### src/rtl/instr_reg_sched_pkg.sv
// Types and constants shared by the instruction-register scheduler, its arbiter and its bus interface.
// Latency: none (declarations only).
// Backpressure: n/a.
package instr_register_pkg;

  typedef enum logic [3:0] {
    OP_NOP   = 4'd0,
    OP_ADD   = 4'd1,
    OP_SUB   = 4'd2,
    OP_AND   = 4'd3,
    OP_OR    = 4'd4,
    OP_XOR   = 4'd5,
    OP_LOAD  = 4'd6,
    OP_STORE = 4'd7
  } opcode_t;

  typedef logic [15:0] operand_t;
  typedef logic [4:0]  address_t;

  typedef struct packed {
    opcode_t  opc;
    operand_t op_a;
    operand_t op_b;
  } instruction_t;

  // Ring depth is tied to the address width so pointers wrap for free.
  localparam int DEPTH = 2 ** $bits(address_t);
  localparam int CNT_W = $clog2(DEPTH) + 1;

  typedef logic [CNT_W-1:0] count_t;

  typedef enum logic [1:0] {IDLE, DRAIN, DONE} sched_state_t;

endpackage

### src/rtl/instr_reg_sched_if.sv
// Bus bundle between producers/consumer and the scheduler (slave = scheduler side).
// Latency: none (wiring only).
// Backpressure: reqN_ready qualifies reqN_valid; the read side has no backpressure.
// Optional stats counters appear when INSTR_SCHED_STATS_EN is defined.
interface instr_reg_sched_if;
  import instr_register_pkg::*;

  logic     req0_valid, req1_valid;
  opcode_t  req0_opcode, req1_opcode;
  operand_t req0_operand_a, req0_operand_b;
  operand_t req1_operand_a, req1_operand_b;
  logic     req0_ready, req1_ready;
  logic     rd_start;
  count_t   rd_len;
  logic     load_en;
  opcode_t  opcode;
  operand_t operand_a, operand_b;
  address_t write_pointer, read_pointer;
  logic     rd_valid, rd_done;
  count_t   count;
  logic     full, empty;
`ifdef INSTR_SCHED_STATS_EN
  logic [15:0] grant0_cnt, grant1_cnt, stall_cnt;
`endif

  modport master (
    output req0_valid, req0_opcode, req0_operand_a, req0_operand_b,
           req1_valid, req1_opcode, req1_operand_a, req1_operand_b,
           rd_start, rd_len,
    input  req0_ready, req1_ready, load_en, opcode, operand_a, operand_b,
           write_pointer, read_pointer, rd_valid, rd_done, count, full, empty
`ifdef INSTR_SCHED_STATS_EN
    , input grant0_cnt, grant1_cnt, stall_cnt
`endif
  );

  modport slave (
    input  req0_valid, req0_opcode, req0_operand_a, req0_operand_b,
           req1_valid, req1_opcode, req1_operand_a, req1_operand_b,
           rd_start, rd_len,
    output req0_ready, req1_ready, load_en, opcode, operand_a, operand_b,
           write_pointer, read_pointer, rd_valid, rd_done, count, full, empty
`ifdef INSTR_SCHED_STATS_EN
    , output grant0_cnt, grant1_cnt, stall_cnt
`endif
  );

endinterface

### src/rtl/instr_reg_sched_rr_arb2.sv
// Two-requester round-robin arbiter; grants are combinational from req and the last winner.
// Latency: 0 cycles (grant same cycle as request).
// Backpressure: hold forces both grants low and freezes the last-winner state.
// Ports: clk, reset (sync, active-high), req0/req1 in, hold in, gnt0/gnt1 out.
module rr_arb2 (
  input  logic clk,
  input  logic reset,
  input  logic req0,
  input  logic req1,
  input  logic hold,
  output logic gnt0,
  output logic gnt1
);

  // 1 = requester 1 won most recently; reset value makes requester 0 win the first tie.
  logic last_grant;

  always_comb begin
    gnt0 = 1'b0;
    gnt1 = 1'b0;
    if (!hold) begin
      if (req0 && req1) begin
        gnt0 = last_grant;
        gnt1 = !last_grant;
      end else begin
        gnt0 = req0;
        gnt1 = req1;
      end
    end
  end

  always_ff @(posedge clk) begin
    if (reset) begin
      last_grant <= 1'b1;
    end else if (gnt0) begin
      last_grant <= 1'b0;
    end else if (gnt1) begin
      last_grant <= 1'b1;
    end
  end

endmodule

### src/rtl/instr_reg_sched.sv
// Write/read scheduler for the DEPTH-entry instruction register ring: RR write arbitration plus drain FSM.
// Latency: transfer -> load_en next cycle; read_pointer presented -> rd_valid next cycle.
// Backpressure: both reqN_ready drop while full; drain stalls in DRAIN while empty.
// Ports: clk, reset (sync, active-high), bus (instr_reg_sched_if.slave: producer handshakes,
// write payload/pointer, read pointer/valid/done, occupancy). Macro INSTR_SCHED_STATS_EN adds
// saturating grant0_cnt/grant1_cnt/stall_cnt.
module instr_reg_sched
  import instr_register_pkg::*;
(
  input  logic              clk,
  input  logic              reset,
  instr_reg_sched_if.slave  bus
);

  logic         gnt0, gnt1, wr_xfer, rd_issue, full_w;
  logic         load_q, rd_valid_q, rd_done_q, drain_all;
  opcode_t      opc_q;
  operand_t     a_q, b_q;
  address_t     wp_q, rp_q;
  count_t       count_q, remaining;
  sched_state_t state;

  assign full_w = (count_q == CNT_W'(DEPTH));

  rr_arb2 u_arb (
    .clk   (clk),
    .reset (reset),
    .req0  (bus.req0_valid),
    .req1  (bus.req1_valid),
    .hold  (full_w),
    .gnt0  (gnt0),
    .gnt1  (gnt1)
  );

  assign wr_xfer  = gnt0 | gnt1;
  // Uses the registered count, so an entry transferred this cycle is never read in the same cycle.
  assign rd_issue = (state == DRAIN) && (count_q != '0);

  assign bus.req0_ready    = gnt0;
  assign bus.req1_ready    = gnt1;
  assign bus.load_en       = load_q;
  assign bus.opcode        = opc_q;
  assign bus.operand_a     = a_q;
  assign bus.operand_b     = b_q;
  assign bus.write_pointer = wp_q;
  assign bus.read_pointer  = rp_q;
  assign bus.rd_valid      = rd_valid_q;
  assign bus.rd_done       = rd_done_q;
  assign bus.count         = count_q;
  assign bus.full          = full_w;
  assign bus.empty         = (count_q == '0);

  // Write side: write_pointer names the slot being loaded and advances after each load strobe.
  always_ff @(posedge clk) begin
    if (reset) begin
      load_q <= 1'b0;
      opc_q  <= OP_NOP;
      a_q    <= '0;
      b_q    <= '0;
      wp_q   <= '0;
    end else begin
      load_q <= wr_xfer;
      if (load_q) wp_q <= wp_q + address_t'(1);
      if (wr_xfer) begin
        if (gnt0) begin
          opc_q <= bus.req0_opcode;
          a_q   <= bus.req0_operand_a;
          b_q   <= bus.req0_operand_b;
        end else begin
          opc_q <= bus.req1_opcode;
          a_q   <= bus.req1_operand_a;
          b_q   <= bus.req1_operand_b;
        end
      end
    end
  end

  always_ff @(posedge clk) begin
    if (reset) begin
      count_q <= '0;
    end else begin
      count_q <= count_q + CNT_W'(wr_xfer) - CNT_W'(rd_issue);
    end
  end

  // Drain FSM with registered rd_valid/rd_done.
  always_ff @(posedge clk) begin
    if (reset) begin
      state      <= IDLE;
      remaining  <= '0;
      drain_all  <= 1'b0;
      rp_q       <= '0;
      rd_valid_q <= 1'b0;
      rd_done_q  <= 1'b0;
    end else begin
      rd_valid_q <= rd_issue;
      rd_done_q  <= 1'b0;
      if (rd_issue) rp_q <= rp_q + address_t'(1);
      case (state)
        IDLE: begin
          if (bus.rd_start) begin
            state     <= DRAIN;
            remaining <= bus.rd_len;
            drain_all <= (bus.rd_len == '0);
          end
        end
        DRAIN: begin
          if (drain_all) begin
            // Drain-all finishes on the first DRAIN cycle that sees an empty ring.
            if (count_q == '0) begin
              state     <= DONE;
              rd_done_q <= 1'b1;
            end
          end else if (rd_issue) begin
            remaining <= remaining - CNT_W'(1);
            if (remaining == CNT_W'(1)) begin
              state     <= DONE;
              rd_done_q <= 1'b1;
            end
          end
        end
        DONE:    state <= IDLE;
        default: state <= IDLE;
      endcase
    end
  end

`ifdef INSTR_SCHED_STATS_EN
  logic [15:0] g0_cnt, g1_cnt, st_cnt;

  assign bus.grant0_cnt = g0_cnt;
  assign bus.grant1_cnt = g1_cnt;
  assign bus.stall_cnt  = st_cnt;

  always_ff @(posedge clk) begin
    if (reset) begin
      g0_cnt <= '0;
      g1_cnt <= '0;
      st_cnt <= '0;
    end else begin
      if (gnt0 && (g0_cnt != 16'hFFFF)) g0_cnt <= g0_cnt + 16'd1;
      if (gnt1 && (g1_cnt != 16'hFFFF)) g1_cnt <= g1_cnt + 16'd1;
      if ((bus.req0_valid || bus.req1_valid) && full_w && (st_cnt != 16'hFFFF))
        st_cnt <= st_cnt + 16'd1;
    end
  end
`endif

endmodule

### src/flat_wrapper.sv
// flat-port wrapper written by rule: the top's interface ports become plain ports
module instr_reg_sched_flat import instr_register_pkg::*;
  (clk, reset, bus_req0_valid, bus_req0_opcode, bus_req0_operand_a, bus_req0_operand_b, bus_req1_valid, bus_req1_opcode, bus_req1_operand_a, bus_req1_operand_b, bus_rd_start, bus_rd_len, bus_req0_ready, bus_req1_ready, bus_load_en, bus_opcode, bus_operand_a, bus_operand_b, bus_write_pointer, bus_read_pointer, bus_rd_valid, bus_rd_done, bus_count, bus_full, bus_empty);
  instr_reg_sched_if bus_i ();
  input  logic clk;
  input  logic reset;
  input wire logic [$bits(bus_i.req0_valid)-1:0] bus_req0_valid;
  input wire logic [$bits(bus_i.req0_opcode)-1:0] bus_req0_opcode;
  input wire logic [$bits(bus_i.req0_operand_a)-1:0] bus_req0_operand_a;
  input wire logic [$bits(bus_i.req0_operand_b)-1:0] bus_req0_operand_b;
  input wire logic [$bits(bus_i.req1_valid)-1:0] bus_req1_valid;
  input wire logic [$bits(bus_i.req1_opcode)-1:0] bus_req1_opcode;
  input wire logic [$bits(bus_i.req1_operand_a)-1:0] bus_req1_operand_a;
  input wire logic [$bits(bus_i.req1_operand_b)-1:0] bus_req1_operand_b;
  input wire logic [$bits(bus_i.rd_start)-1:0] bus_rd_start;
  input wire logic [$bits(bus_i.rd_len)-1:0] bus_rd_len;
  output wire logic [$bits(bus_i.req0_ready)-1:0] bus_req0_ready;
  output wire logic [$bits(bus_i.req1_ready)-1:0] bus_req1_ready;
  output wire logic [$bits(bus_i.load_en)-1:0] bus_load_en;
  output wire logic [$bits(bus_i.opcode)-1:0] bus_opcode;
  output wire logic [$bits(bus_i.operand_a)-1:0] bus_operand_a;
  output wire logic [$bits(bus_i.operand_b)-1:0] bus_operand_b;
  output wire logic [$bits(bus_i.write_pointer)-1:0] bus_write_pointer;
  output wire logic [$bits(bus_i.read_pointer)-1:0] bus_read_pointer;
  output wire logic [$bits(bus_i.rd_valid)-1:0] bus_rd_valid;
  output wire logic [$bits(bus_i.rd_done)-1:0] bus_rd_done;
  output wire logic [$bits(bus_i.count)-1:0] bus_count;
  output wire logic [$bits(bus_i.full)-1:0] bus_full;
  output wire logic [$bits(bus_i.empty)-1:0] bus_empty;
  assign bus_i.req0_valid = bus_req0_valid;
  assign bus_i.req0_opcode = bus_req0_opcode;
  assign bus_i.req0_operand_a = bus_req0_operand_a;
  assign bus_i.req0_operand_b = bus_req0_operand_b;
  assign bus_i.req1_valid = bus_req1_valid;
  assign bus_i.req1_opcode = bus_req1_opcode;
  assign bus_i.req1_operand_a = bus_req1_operand_a;
  assign bus_i.req1_operand_b = bus_req1_operand_b;
  assign bus_i.rd_start = bus_rd_start;
  assign bus_i.rd_len = bus_rd_len;
  assign bus_req0_ready = bus_i.req0_ready;
  assign bus_req1_ready = bus_i.req1_ready;
  assign bus_load_en = bus_i.load_en;
  assign bus_opcode = bus_i.opcode;
  assign bus_operand_a = bus_i.operand_a;
  assign bus_operand_b = bus_i.operand_b;
  assign bus_write_pointer = bus_i.write_pointer;
  assign bus_read_pointer = bus_i.read_pointer;
  assign bus_rd_valid = bus_i.rd_valid;
  assign bus_rd_done = bus_i.rd_done;
  assign bus_count = bus_i.count;
  assign bus_full = bus_i.full;
  assign bus_empty = bus_i.empty;
  instr_reg_sched u_core (.clk(clk), .reset(reset), .bus(bus_i));
endmodule
### config.mk
export PLATFORM = sky130hd
export DESIGN_NAME = instr_reg_sched_flat
export DESIGN_NICKNAME = d
export VERILOG_FILES = /design/src/rtl/instr_reg_sched_pkg.sv /design/src/rtl/instr_reg_sched_if.sv /design/src/rtl/instr_reg_sched_rr_arb2.sv /design/src/rtl/instr_reg_sched.sv /design/src/flat_wrapper.sv
export SDC_FILE = /design/constraint.sdc
export NUM_CORES = 1
export LEC_CHECK = 0
export CORE_MARGIN = 2
export CORE_UTILIZATION = 45
export CTS_CLUSTER_SIZE = 14
export DETAILED_ROUTE_END_ITERATION = 7
export GPL_TIMING_DRIVEN = 0
export PLACE_DENSITY = 0.86
export SYNTH_ARGS = -nofsm -noshare
export SYNTH_HDL_FRONTEND = slang
export SYNTH_SLANG_ARGS = --single-unit
### constraint.sdc
create_clock -name clk -period 5.6 [get_ports clk]
set_input_delay 1.12 -clock clk [delete_from_list [all_inputs] [get_ports clk]]
set_output_delay 1.12 -clock clk [all_outputs]
set_load 0.1 [all_outputs]
* Word-level counts from Yosys, hierarchy flattened
Cells that the tools add are included.
Storage, ports and cells: bits in registers 65, output and inout bits 59
Operators by class: add/subtract/negate cells 5, equal/unequal tests 9, mux-type cells 23, bitwise operators 2, reduce and logical (&&, ||, !) cells 13
Operator list (count):
- $mux W16 | 2
- $mux W6 | 3
- $logic_not A6 Y1 | 2
- $pmux W6 S2 | 1
- $add A5 B1 Y5 const B | 2
- $mux W1 | 10
- $mux W2 | 5
- $reduce_and A4 Y1 | 2
- $add A6 B1 Y6 | 1
- $eq A6 B1 Y1 const B | 1
- $eq A6 B6 Y1 const B | 1
- $reduce_bool A6 Y1 | 1
- $sub A6 B1 Y6 | 1
- $sub A6 B1 Y6 const B | 1
- $mux W4 | 1
- $ne A2 B2 Y1 const B | 2
- $pmux W2 S2 | 1
- $reduce_bool A2 Y1 | 2
- $ne A3 B1 Y1 const B | 1
- $ne A3 B2 Y1 const B | 1
- $ne A3 B3 Y1 const B | 1
- $eq A2 B1 Y1 const B | 1
- $logic_and A1 B1 Y1 | 2
- $logic_not A2 Y1 | 1
- other kinds (6) | 6

* Longest topological paths before layout
Gate-level depths: netlist of the first run.
depth in word-level cells 6, mapped depth 12

* Hierarchy
From an unflattened synthesis of the first run, not the netlist that was laid out.
Unflattened totals: cell total of the unflattened synthesis 373, area, all modules 3231.8 sq um
By module, submodules not included:
- instr_reg_sched | instances 1, cells each 365, area an instance 3161.8 sq um, sequential area each 1281.2 sq um
- rr_arb2 | instances 1, cells each 8, area an instance 70.1 sq um, sequential area each 20.0 sq um

* Worst setup path after synthesis of the first run
No wires, ideal clock.
path type reg-to-output, from reg u_core.count_q[4] (netlist: u_core.bus.count[4]), to out bus_req1_ready, arrival 3059 ps, required time 4480 ps, slack 1421 ps, stages on the path, launching flop included 6, buffers on the path 0, cells stage by stage dfxtp_1 -> inv_1 -> ha_1 -> nand4bb_4 -> nand2_1 -> a21oi_1
Between the ends: word-level cells in the longest chain between the ends 2
RTL lines:
- start: declaration | RTL line instr_reg_sched.sv:20 | count_t count_q, remaining;
- start signal: assignment | RTL line instr_reg_sched.sv:82 | count_q <= count_q + CNT_W'(wr_xfer) - CNT_W'(rd_issue);
- $eq A6 B6 Y1 | RTL line instr_reg_sched.sv:23 | assign full_w = (count_q == CNT_W'(DEPTH));
- $mux W1 | RTL line instr_reg_sched_rr_arb2.sv:21 | if (!hold) begin
- end: declaration | RTL line flat_wrapper.sv:18 | output wire logic [$bits(bus_i.req1_ready)-1:0] bus_req1_ready;
Every way passes these cells.

* Worst setup path in the final report of the first run
from in bus_req1_valid, to out bus_req0_ready
Between the ends: word-level cells in the longest chain between the ends 3
RTL lines:
- start: declaration | RTL line flat_wrapper.sv:11 | input wire logic [$bits(bus_i.req1_valid)-1:0] bus_req1_valid;
- $logic_and A1 B1 Y1 | RTL line instr_reg_sched_rr_arb2.sv:22 | if (req0 && req1) begin
- $mux W1 | RTL line instr_reg_sched_rr_arb2.sv:22
- $mux W1 | RTL line instr_reg_sched_rr_arb2.sv:21
- end: declaration | RTL line flat_wrapper.sv:17 | output wire logic [$bits(bus_i.req0_ready)-1:0] bus_req0_ready;
Every way passes these cells.

==> results of run 1 <==
-- sequential cells by signal, indices dropped and copies added (netlist names), 2 cells and up --
name / count
u_core.bus.count: 6
u_core.bus.opcode: 4
u_core.bus.operand_a: 16
u_core.bus.operand_b: 16
u_core.bus.read_pointer: 5
u_core.bus.write_pointer: 5
u_core.remaining: 6
u_core.state: 2
-- cell usage after synthesis, drive strengths merged (4+ instances only) --
cell	n	area (um^2)
a211oi	40	300
nor4	4	25.0
nor2b	4	25.0
a21o	4	30.0
nand2	15	56.3
nor2	54	203
nand3	8	45.0
dfxtp	65	1300
a21oi	11	55.1
nor3	4	20.0
inv	12	45.0
clkbuf	11	41.3
xor2	4	35.0
mux2i	37	370
ha	12	150
buf	12	116
o21ai	6	30.0
nand2b	4	25.0
xnor2	7	61.3
-- layout make-up --
type	instances	area [um^2]	area share
Clock buffer	14	173	0.0354
Multi-Input combinational cell	237	1640	0.336
Timing Repair Buffer	141	1410	0.289
Tap cell	96	120	0.0246
Inverter	12	45.0	0.00923
Buffer	23	158	0.0323
Sequential cell	65	1300	0.267
Clock inverter	2	35.0	0.00718
-- layout by cell type, fill, tap and decap left out, drive strengths merged, types with 2 or more instances in the layout --
cell type and count:
nand2b 4, ha 12, and3 2, nand4bb 2
a31oi 2, nor2 54, xor2 4, nand4 2
nand2 15, dfxtp 65, nor2b 4, clkdlybuf4s50 141
o21ai 6, clkbuf 25, mux2i 37, xnor2 7
nor4 4, inv 12, buf 12, a21oi 11
a211oi 40, a21o 4, nand3 8, nor3 4
-- cell families (layout without fill, tap and decap cells) --
family | after synthesis | after routing | share of synthesized area
AND/OR/NAND/NOR | 105 | 105 | 0.162
AO/OA/AOI/OAI | 71 | 71 | 0.157
flip-flops | 65 | 65 | 0.414
multiplexers | 37 | 37 | 0.118
buffers and inverters | 35 | 192 | 0.0645
adder cells (fa/ha/maj) | 13 | 13 | 0.0541
XOR/XNOR | 11 | 11 | 0.0307
-- routing by layer --
metal | GRT usage | up-vias | share of wire
met5 | 0 | - | 0
met4 | 0.0909 | 0 | 0.020
met3 | 0.0961 | 18 | 0.094
met2 | 0.419 | 145 | 0.49
met1 | 0.260 | 1439 | 0.39
li1 | - | 1503 | -
-- critical path, stage by stage --
cell	delay, ns
clkdlybuf4s50_1	0.45
nand2b_1	0.11
nand3_2	0.09
buf_8	0.17
buf_12	0.16
inv_1	0.05
clkdlybuf4s50_1	1.12
-- stage by stage --
stage	worst slack [ns]	utilization	total power, mW	instance area, um^2
2_1_floorplan	1.42	-	1.74	3140
3_3_place_gp	1.22	0.688	2.07	4670
3_5_place_dp	1.20	0.688	2.10	4670
4_1_cts	1.20	0.719	2.52	4880
5_1_grt	1.13	0.719	2.63	4880
6_report	1.20	0.719	2.52	4880
-- worst paths after layout --
| check | cells past startpoint | slack, ns | end | start |
|---|---|---|---|---|
| worst max-delay path | 7 | 1.20 | bus_req0_ready | bus_req1_valid |
| worst min-delay path | 2 | 0.49 | u_core.remaining[5] | u_core.remaining[5] |
| worst max register to register | 11 | 2.76 | u_core.bus.count[5] | u_core.bus.count[2] |
| worst min register to register | 2 | 0.49 | u_core.remaining[5] | u_core.remaining[5] |
-- power by group --
group | internal [mW] | switching, mW | leakage (nW) | total (mW)
combinational | 0.440 | 1.03 | 1.38 | 1.47
sequential | 0.561 | 0.0684 | 0.538 | 0.629
clock | 0.242 | 0.175 | 0.107 | 0.417
==> run summary, run 1 <==
The synthesized design contains 65 register bits. The critical path is of the input port to output pin type. The top-level I/O count is 142. The share of the yosys chip area belonging to registers came out at 0.414. For this run, asynchronously set or reset flops after synthesis account for 0. After synthesis the cells add up to 3140 um^2. After the flow finishes, the layout carries non-filler instances totaling 590. Dividing total power by cell area gives a power density of 516 nW/um^2. Max-cap violations in this run came to 0. STA classifies the critical path startpoint as an input port. TritonCTS built the clock tree. The post-layout net count came out at 585. The first-pass GRT wire length came out at 14200 um. The total vias in the final route came out at 3105. Data on the critical path is required at its endpoint by 4.48 ns. The region available for standard cell placement spans 6790 um^2. The remaining routing DRC violations came out at 0.

In this run, post-CTS hold repair placed 0 buffers. The final setup skew came out at 0.00365 ns. The transition time of the tightest slew-check pin is 1.04 ns. The total CTS buffers is 9. The detailed-route wire length is 9060 um.

Clock-pin slew was measured on the worst setup and hold paths at 0.07 ns. During synthesis, Yosys emitted a total of 0 warnings. In this run, placement finished with an instance count of 574. In the synthesized netlist the dominant register cell turns out to be dfxtp_1. The count of flip-flops with a built-in enable after synthesis came out at 0. The filler cells instantiated in the layout total 503. The total iterations of the first detailed-routing run is 4.

Setup repair after global routing left no endpoint under its margin. The count of buffers inserted at the top-level ports came out at 141. The number of buffers inserted to repair setup after CTS is 0. The repair_antennas step left the layout with diodes totalling 0. In the final layout, the share of cells above drive strength 1 is 0.0587. The detailed router finished its first iteration with 96 violations. The area growth from synthesis to layout is 55.3%.

The die area came out at 7670 um^2. The overall track demand over capacity in global routing came out at 0.240. In the final timing run, aggregate negative setup slack is 0 ns.

The path class of the tightest hold or removal check is flop to flop. The maximum number of pins on one net before global-route repair is 11. The die is 87.6 um wide. The routed wirelength normalized by instance count came out at 15.4 um. The number of nets in the synthesized netlist is 433. Hold is met by 0.494 ns. The worst-case vdd ir drop came out at 0.232 mV. The floorplan has 30 rows. The sort of element at the end of the critical path is an output pin. From bottom edge to top edge, the die measures 87.6 um. Yosys mapped the design onto 45 distinct sky130hd cell types.

Routability-driven placement finished with a final weighted congestion of 0.918. The number of nets with antenna violations after detailed routing came out at 0. The synthesized instance count came out at 337. The buffer levels on the longest clock path is 2.

The initial antenna violation count came out at 0. Along the worst path, the maximum fanout reaches 10. The root buffer cell is clkbuf_8. Once the clock tree was built, the resizer swapped 0 gates to a different size.

The number of hold-slack violations in the final timing report is 0. The final period utilization came out at 0.785. The leakage power came out at 2.03 nW.

The global-route congestion overflow total came out at 0. The number of H-tree branching levels is 3. The highest attainable clock frequency came out at 0.227 GHz. The number of global-route vias before repair is 3107. For the worst-skew pair, the clock arrives at the later sink with an insertion delay of 0.33 ns.

The run finished with clean final reports. For the finished layout, the period the worst path requires is 4.40 ns. Summed over all nets, the half-perimeter wirelength after detailed placement is 6860 um. The data arrival at the endpoint of the critical path is 3.28 ns. The initial cell density of the core came out at 0.463.

The final number of max-transition violations came out at 0. Measured against its own limit, the worst slew margin works out to 0.306. After detailed routing, the number of vias per cell comes to 5.26. Setup violations remaining at the end of the flow were counted as 0. The average size of a mapped cell is 9.33 um^2. The clock net in this run drives a total of 65 sinks.
(Power assumes the default switching activity.)
==> inputs of run 2 (changes only) <==
--- a/config.mk
+++ b/config.mk
@@ -6,11 +6,11 @@
 export NUM_CORES = 1
 export LEC_CHECK = 0
 export CORE_MARGIN = 2
-export CORE_UTILIZATION = 45
+export CORE_UTILIZATION = 38
 export CTS_CLUSTER_SIZE = 14
 export DETAILED_ROUTE_END_ITERATION = 7
 export GPL_TIMING_DRIVEN = 0
-export PLACE_DENSITY = 0.86
+export PLACE_DENSITY = 0.77
 export SYNTH_ARGS = -nofsm -noshare
 export SYNTH_HDL_FRONTEND = slang
 export SYNTH_SLANG_ARGS = --single-unit
==> constraint.sdc (replaced) <==
create_clock -name clk -period 3.69 [get_ports clk]
set_input_delay 0.738 -clock clk [delete_from_list [all_inputs] [get_ports clk]]
set_output_delay 0.738 -clock clk [all_outputs]
set_load 0.1 [all_outputs]
==> run 2 against run 1 <==
Compared with the run above:
- global-route usage decreased by 4.4 points
- die area increased by 18%
- total power increased by 47%
- count of clock-buffer cells in the layout decreased by 1
- utilization decreased by 12 points
- register-to-register slack got worse by 1.8 ns
- final area decreased by 0.33%
==> run summary, run 2 (synthesis gave the netlist of run 1 again) <==
The sort of element at the end of the critical path is an output pin (unchanged). The most common cell after layout, fill and taps aside was clkdlybuf4s50_1 (unchanged). Worst-path cell chain: clkdlybuf4s50_1, nand2_1, a21oi_2, clkdlybuf4s50_1 (was clkdlybuf4s50_1, nand2b_1, nand3_2, buf_8, buf_12, inv_1, clkdlybuf4s50_1). The share of the core filled with cells in the final layout came to 0.598 (was 0.719).

The count of buffers inserted at the top-level ports was 141 (unchanged). The buffer levels on the longest clock path came out at 2 (unchanged). The fill cell total of the finished layout is 707 (was 503). The remaining max-slew budget at the tightest pin is 0.331 (was 0.306).

The master of the slowest instance on the critical path is clkdlybuf4s50_1 (unchanged). The setup violation total in the final timing report came out at 0 (unchanged). The initial DRC count came out at 74 (was 96).

The first-pass GRT wire length is 13700 um (was 14200 um). The floorplan die height is 94.9 um (was 87.6 um). The via density per instance came out at 4.99 (was 5.26). The capture endpoint of the worst hold path is u_core.bus.opcode[1] (was u_core.remaining[5]).

The final setup skew came out at 0.00685 ns (was 0.00365 ns). The total vias in the final route is 2992 (was 3105). The maximum number of pins on one net before global-route repair came out at 11 (unchanged).

The number of hold-slack violations in the final timing report was 0 (unchanged). The power density relative to cell area is 762 nW/um^2 (was 516 nW/um^2). The area of the core region is 8130 um^2 (was 6790 um^2). The cell occurring most often along the worst timing path was clkdlybuf4s50_1 (unchanged). The final period utilization is 0.902. The total negative slack is 0 ns (unchanged). The top-level I/O count is 142 (unchanged). The post-layout net count came out at 585 (unchanged). The overall track demand over capacity in global routing is 0.196 (was 0.240). The placed cell area came out at 4690 um^2 (was 4670 um^2).

The startpoint type of the worst setup path was an input port (unchanged). The final number of max-transition violations is 0 (unchanged). The category of the most critical setup path is input port to output pin (unchanged). The final weighted congestion in routability-driven placement is 0.867 (was 0.918). The total CTS buffers came to 9 (unchanged). The pre-CTS setup slack was 0.0531 ns (was 1.20 ns). The clock transition time at the flip-flop clock pins of the worst setup and hold paths is 0.07 ns (about the same). The power consumption is 3.71 mW (was 2.52 mW).

The number of buffer and inverter stages on the critical path is 2 (was 5). The maximum cell stage delay along the critical path was 1.15 ns (was 1.12 ns). The number of global-route vias before repair came out at 2944 (was 3107). The smallest clock period supported by the final layout is computed as 3.33 ns.

The worst hold-check slack is 0.497 ns (was 0.494 ns). The data arrival at the endpoint of the critical path is 2.59 ns (was 3.28 ns). The final design area excluding fillers was 4870 um^2 (was 4880 um^2). Result of the run: complete, no violations (unchanged). The remaining routing DRC violations is 0 (unchanged).

The die area came out at 9010 um^2 (was 7670 um^2). The horizontal die dimension came out at 94.9 um (was 87.6 um). The worst endpoint required time was 2.95 ns (was 4.48 ns).

Most used cells in the layout excluding fill and tap cells: 140 x clkdlybuf4s50_1, 65 x dfxtp_1, 54 x nor2_1, 40 x a211oi_1, 37 x mux2i_1 (was 141 x clkdlybuf4s50_1, 65 x dfxtp_1, 54 x nor2_1, 40 x a211oi_1, 37 x mux2i_1). The worst hold-check path type was flop to flop (unchanged). The initial cell density of the core came to 0.386 (was 0.463). The estimated wirelength of the detail-placed design is 6610 um (was 6860 um). The antenna diode count is 0 (unchanged). The relative area change from synthesis to final layout came out at 54.8% (was 55.3%). The leakage power came out at 2.02 nW (was 2.03 nW). The cell depth of the worst hold path was 2 (unchanged).

The reg-to-reg critical path startpoint is u_core.bus.count[3] (was u_core.bus.count[2]). The setup slack of the most critical reg-to-reg path is 0.93 ns (was 2.76 ns). The worst-case vdd ir drop came out at 0.308 mV (was 0.232 mV). The TritonCTS clock tree was yes (unchanged). Unrepaired setup endpoints after global routing: no (unchanged).

The insertion delay of the later-clocked pin in the worst-skew pair is 0.33 ns (about the same). The biggest fanout along the worst timing path was 3 (was 10). The count of placed standard cells including taps is 583 (was 574). The global-route congestion overflow total is 0 (unchanged).

The total iterations of the first detailed-routing run was 4 (unchanged). The number of nets with antenna violations after detailed routing is 0 (unchanged). The start point of the worst hold path is u_core.bus.opcode[1] (was u_core.remaining[5]). The ratio of cells with drive above 1 in the final layout is 0.0607 (was 0.0587). The count of maximum capacitance violations is 0 (unchanged). The count of hold-fix buffers inserted at cts came out at 0 (unchanged). The worst-case reg-to-reg path depth is 11 (unchanged).

The total number of clock tree sinks came out at 65 (unchanged). The family with the most delay on the worst path was buffers and inverters (unchanged). The root buffer cell is clkbuf_8 (unchanged).

The routed wirelength normalized by instance count came out at 14.3 um (was 15.4 um). The number of H-tree branching levels came out at 3 (unchanged). The worst flop-to-flop path endpoint is u_core.bus.count[5] (unchanged). The detailed-route wire length was 8570 um (was 9060 um).

The least setup slack across all paths after layout came out at 0.360 ns (was 1.20 ns). The transition time of the tightest slew-check pin is 1.00 ns (was 1.04 ns). The number of standard-cell rows in the floorplan was 33 (was 30). The initial antenna violation count came out at 0 (unchanged). The final cell count without fillers is 599 (was 590). The highest attainable clock frequency came out at 0.300 GHz.
-- run 2: area by class of cell --
| type | count | area, um^2 | area share |
|---|---|---|---|
| Buffer | 23 | 158 | 0.0324 |
| Clock buffer | 13 | 159 | 0.0327 |
| Clock inverter | 3 | 15.0 | 0.00309 |
| Inverter | 12 | 45.0 | 0.00926 |
| Multi-Input combinational cell | 237 | 1640 | 0.338 |
| Sequential cell | 65 | 1300 | 0.267 |
| Tap cell | 105 | 131 | 0.0270 |
| Timing Repair Buffer | 141 | 1410 | 0.291 |
-- run 2: worst max-delay path by stage --
| stage | start | end | depth (start not counted) |
|---|---|---|---|
| final | bus_req1_valid | bus_req1_ready | 4 |
| after floorplan | u_core.bus.count[2] | u_core.bus.count[5] | 10 |
| after CTS | bus_req0_valid | bus_req0_ready | 6 |
| after global routing | u_core.bus.count[3] | bus_empty | 5 |
| after detailed placement | bus_req0_valid | bus_req0_ready | 6 |
| after global placement | bus_req0_valid | bus_req0_ready | 6 |
-- run 2: worst register-to-register path: stages, from the launching register on --
cell	delay (ns)
dfxtp_1	0.37
inv_1	0.08
ha_1	0.23
nand4bb_4	0.14
o21a_1	0.15
buf_2	0.21
buf_1	0.42
ha_1	0.29
a21o_1	0.13
a21oi_1	0.10
or4_1	0.49
nand3_1	0.09
-- run 2: report_power, final --
part | leakage (nW) | switching, mW | internal (mW)
clock network | 0.0932 | 0.263 | 0.278
registers | 0.538 | 0.103 | 0.852
logic | 1.39 | 1.54 | 0.668
total | 2.02 | 1.91 | 1.80
-- run 2: what timing repair did --
action,4_1_cts,5_1_grt
hold endpoints to repair,0,0
resized for setup,0,1
setup buffers,0,0
setup endpoints to repair,0,1
-- run 2: per-layer routing --
| metal | global-route usage | wire length (um) |
|---|---|---|
| met4 | 0.0676 | 68 |
| met2 | 0.350 | 4290 |
| met3 | 0.0670 | 675 |
| met1 | 0.214 | 3540 |
| met5 | 0 | 0 |
==> inputs of run 3 (changes only) <==
--- a/config.mk
+++ b/config.mk
@@ -5,6 +5,7 @@
 export SDC_FILE = /design/constraint.sdc
 export NUM_CORES = 1
 export LEC_CHECK = 0
+export CORE_ASPECT_RATIO = 1.2
 export CORE_MARGIN = 2
 export CORE_UTILIZATION = 38
 export CTS_CLUSTER_SIZE = 14
==> run 3 against run 2 <==
Compared with the run above:
- routed wire length is 0.88% higher
- combinational power about the same
- sequential power hardly changed
- maximum frequency fell by 8.6%
- highest routed layer unchanged
- critical path type unchanged
- utilization is 0.44 points higher
- count of clock-buffer cells in the layout decreased by 2
- sequential cell count unchanged
==> run summary, run 3 (synthesis gave the netlist of run 1 again) <==
Result of the run: complete, no violations (unchanged). The total CTS buffers came out at 9 (unchanged). The TritonCTS clock tree was yes (unchanged). The final setup skew came to 0.00711 ns (was 0.00685 ns). The buffer levels on the longest clock path came out at 2 (unchanged).

The final period utilization came out at 0.988 (was 0.902). The sort of element at the end of the critical path is an output pin (unchanged). The family with the most delay on the worst path is buffers and inverters (unchanged).

The relative area change from synthesis to final layout is 54.6% (was 54.8%). The number of buffers inserted to repair setup after CTS is 0 (unchanged). The root buffer cell is clkbuf_8 (unchanged).

The detailed-route wire length came out at 8640 um (was 8570 um). The initial cell density of the core is 0.390 (was 0.386). The leakage power is 2.01 nW (was 2.02 nW). The worst endpoint required time is 2.95 ns (about the same).

The remaining routing DRC violations was 0 (unchanged). The total vias in the final route was 2995 (was 2992). The transition time of the tightest slew-check pin was 1.04 ns (was 1.00 ns). The number of H-tree branching levels is 3 (unchanged). The number of hold-slack violations in the final timing report came out at 0 (unchanged). The number of buffer and inverter stages on the critical path came out at 5 (was 2).

The worst hold-check path type was flop to flop (unchanged). The antenna diode count came out at 0 (unchanged). The remaining max-slew budget at the tightest pin was 0.306 (was 0.331). The final number of max-transition violations was 0 (unchanged). The least setup slack across all paths after layout came out at 0.0459 ns (was 0.360 ns). The number of nets with antenna violations after detailed routing came out at 0 (unchanged). The routed wirelength normalized by instance count was 14.7 um (was 14.3 um). Most used cells in the layout excluding fill and tap cells: 141 x clkdlybuf4s50_1, 65 x dfxtp_1, 54 x nor2_1, 40 x a211oi_1, 37 x mux2i_1 (was 140 x clkdlybuf4s50_1, 65 x dfxtp_1, 54 x nor2_1, 40 x a211oi_1, 37 x mux2i_1).

The horizontal die dimension is 87.0 um (was 94.9 um). The clock period minus final worst setup slack came to 3.64 ns (was 3.33 ns). The cell occurring most often along the worst timing path is clkdlybuf4s50_1 (unchanged).

The master of the slowest instance on the critical path is clkdlybuf4s50_1 (unchanged). The flip-flop and latch area came out at 1300 um^2 (unchanged). The count of buffers inserted at the top-level ports is 141 (unchanged).

The pre-CTS setup slack came out at 0.0447 ns (was 0.0531 ns). The first-pass GRT wire length was 14200 um (was 13700 um). Worst-path cell chain: clkdlybuf4s50_1, nand3_2, buf_8, buf_12, inv_1, clkdlybuf4s50_1 (was clkdlybuf4s50_1, nand2_1, a21oi_2, clkdlybuf4s50_1). The ratio of cells with drive above 1 in the final layout came out at 0.0648 (was 0.0607). The final weighted congestion in routability-driven placement is 0.783 (was 0.867). The total negative slack came out at 0 ns (unchanged). The number of standard-cell rows in the floorplan was 36 (was 33).

The number of global-route vias before repair is 3033 (was 2944). The clock transition time at the flip-flop clock pins of the worst setup and hold paths came out at 0.07 ns (about the same). The global-route congestion overflow total came out at 0 (unchanged). The area used by multi-input combinational logic came to 1640 um^2 (unchanged).

The worst hold-check slack came out at 0.484 ns (was 0.497 ns). The highest attainable clock frequency came to 0.274 GHz (was 0.300 GHz). The category of the most critical setup path is input port to output pin (unchanged).

The count of hold-fix buffers inserted at cts is 0 (unchanged). The most common cell after layout, fill and taps aside is clkdlybuf4s50_1 (unchanged). The maximum cell stage delay along the critical path is 1.12 ns (was 1.15 ns). The fill cell total of the finished layout came to 724 (was 707). The total number of clock tree sinks is 65 (unchanged). The estimated wirelength of the detail-placed design came out at 6670 um (was 6610 um). The startpoint type of the worst setup path is an input port (unchanged). The total iterations of the first detailed-routing run is 4 (unchanged).

The count of maximum capacitance violations came to 0 (unchanged). The via density per instance came out at 5.08 (was 4.99). The worst-case vdd ir drop came to 0.297 mV (was 0.308 mV). Unrepaired setup endpoints after global routing: no (unchanged). The power density relative to cell area came out at 766 nW/um^2 (was 762 nW/um^2). The final design area excluding fillers came out at 4860 um^2 (was 4870 um^2). The area of the core region is 8060 um^2 (was 8130 um^2).

The overall track demand over capacity in global routing is 0.195 (was 0.196). The floorplan die height was 104 um (was 94.9 um). The data arrival at the endpoint of the critical path was 2.91 ns (was 2.59 ns). The post-CTS resize count is 0 (unchanged). The initial DRC count is 79 (was 74). The maximum number of pins on one net before global-route repair is 12 (was 11). The top-level I/O count is 142 (unchanged). The initial antenna violation count came to 0 (unchanged).

The biggest fanout along the worst timing path was 10 (was 3). The setup violation total in the final timing report came out at 0 (unchanged). The placed cell area came to 4680 um^2 (was 4690 um^2). The post-layout net count came out at 585 (unchanged). The insertion delay of the later-clocked pin in the worst-skew pair is 0.33 ns (about the same).

The die area was 9020 um^2 (was 9010 um^2).
[run 3: cell types whose count changed in the layout (fill, tap and decap cells not counted)]
cell / change
clkbuf_1: -2
clkdlybuf4s50_1: +1
clkinvlp_4: +2
dlymetal6s2s_1: -1
[run 3: power by group]
part	internal (mW)	switching, mW
clock	0.277	0.276
combinational	0.668	1.54
sequential	0.851	0.103
total	1.80	1.92
[run 3: path summary, 6_finish.rpt]
check,depth (start not counted),end,slack (ns),from
setup reg to reg,11,u_core.bus.count[5],0.97,u_core.bus.count[2]
hold / removal,2,u_core.remaining[5],0.48,u_core.remaining[5]
setup / recovery,6,bus_req0_ready,0.05,bus_req0_valid
hold reg to reg,2,u_core.remaining[5],0.48,u_core.remaining[5]
[run 3: metrics by stage]
step	util	std cells	total power, mW
after floorplan	-	337	2.65
after global placement	0.580	573	3.14
after detailed placement	0.580	573	3.18
after CTS	0.603	589	3.74
after global routing	0.603	589	3.92
final	0.603	589	3.72
[run 3: area by class of cell]
type                            instances  share of cell area
Clock inverter                          5             0.00618
Tap cell                               95              0.0245
Multi-Input combinational cell        237               0.338
Buffer                                 23              0.0324
Clock buffer                           11              0.0312
Timing Repair Buffer                  141               0.290
Inverter                               12             0.00927
Sequential cell                        65               0.268
[run 3: tightest hold or removal path: stages (launching register included)]
cell     delay, ns
dfxtp_1       0.31
o21ai_0       0.07
a21oi_1       0.06
[run 3: metal layers]
metal / vias to the layer above / share of wire / track usage
li1: 1496 / - / -
met1: 1378 / 0.40 / 0.221
met2: 107 / 0.52 / 0.340
met3: 14 / 0.063 / 0.0582
met4: 0 / 0.021 / 0.0658
met5: - / 0 / 0
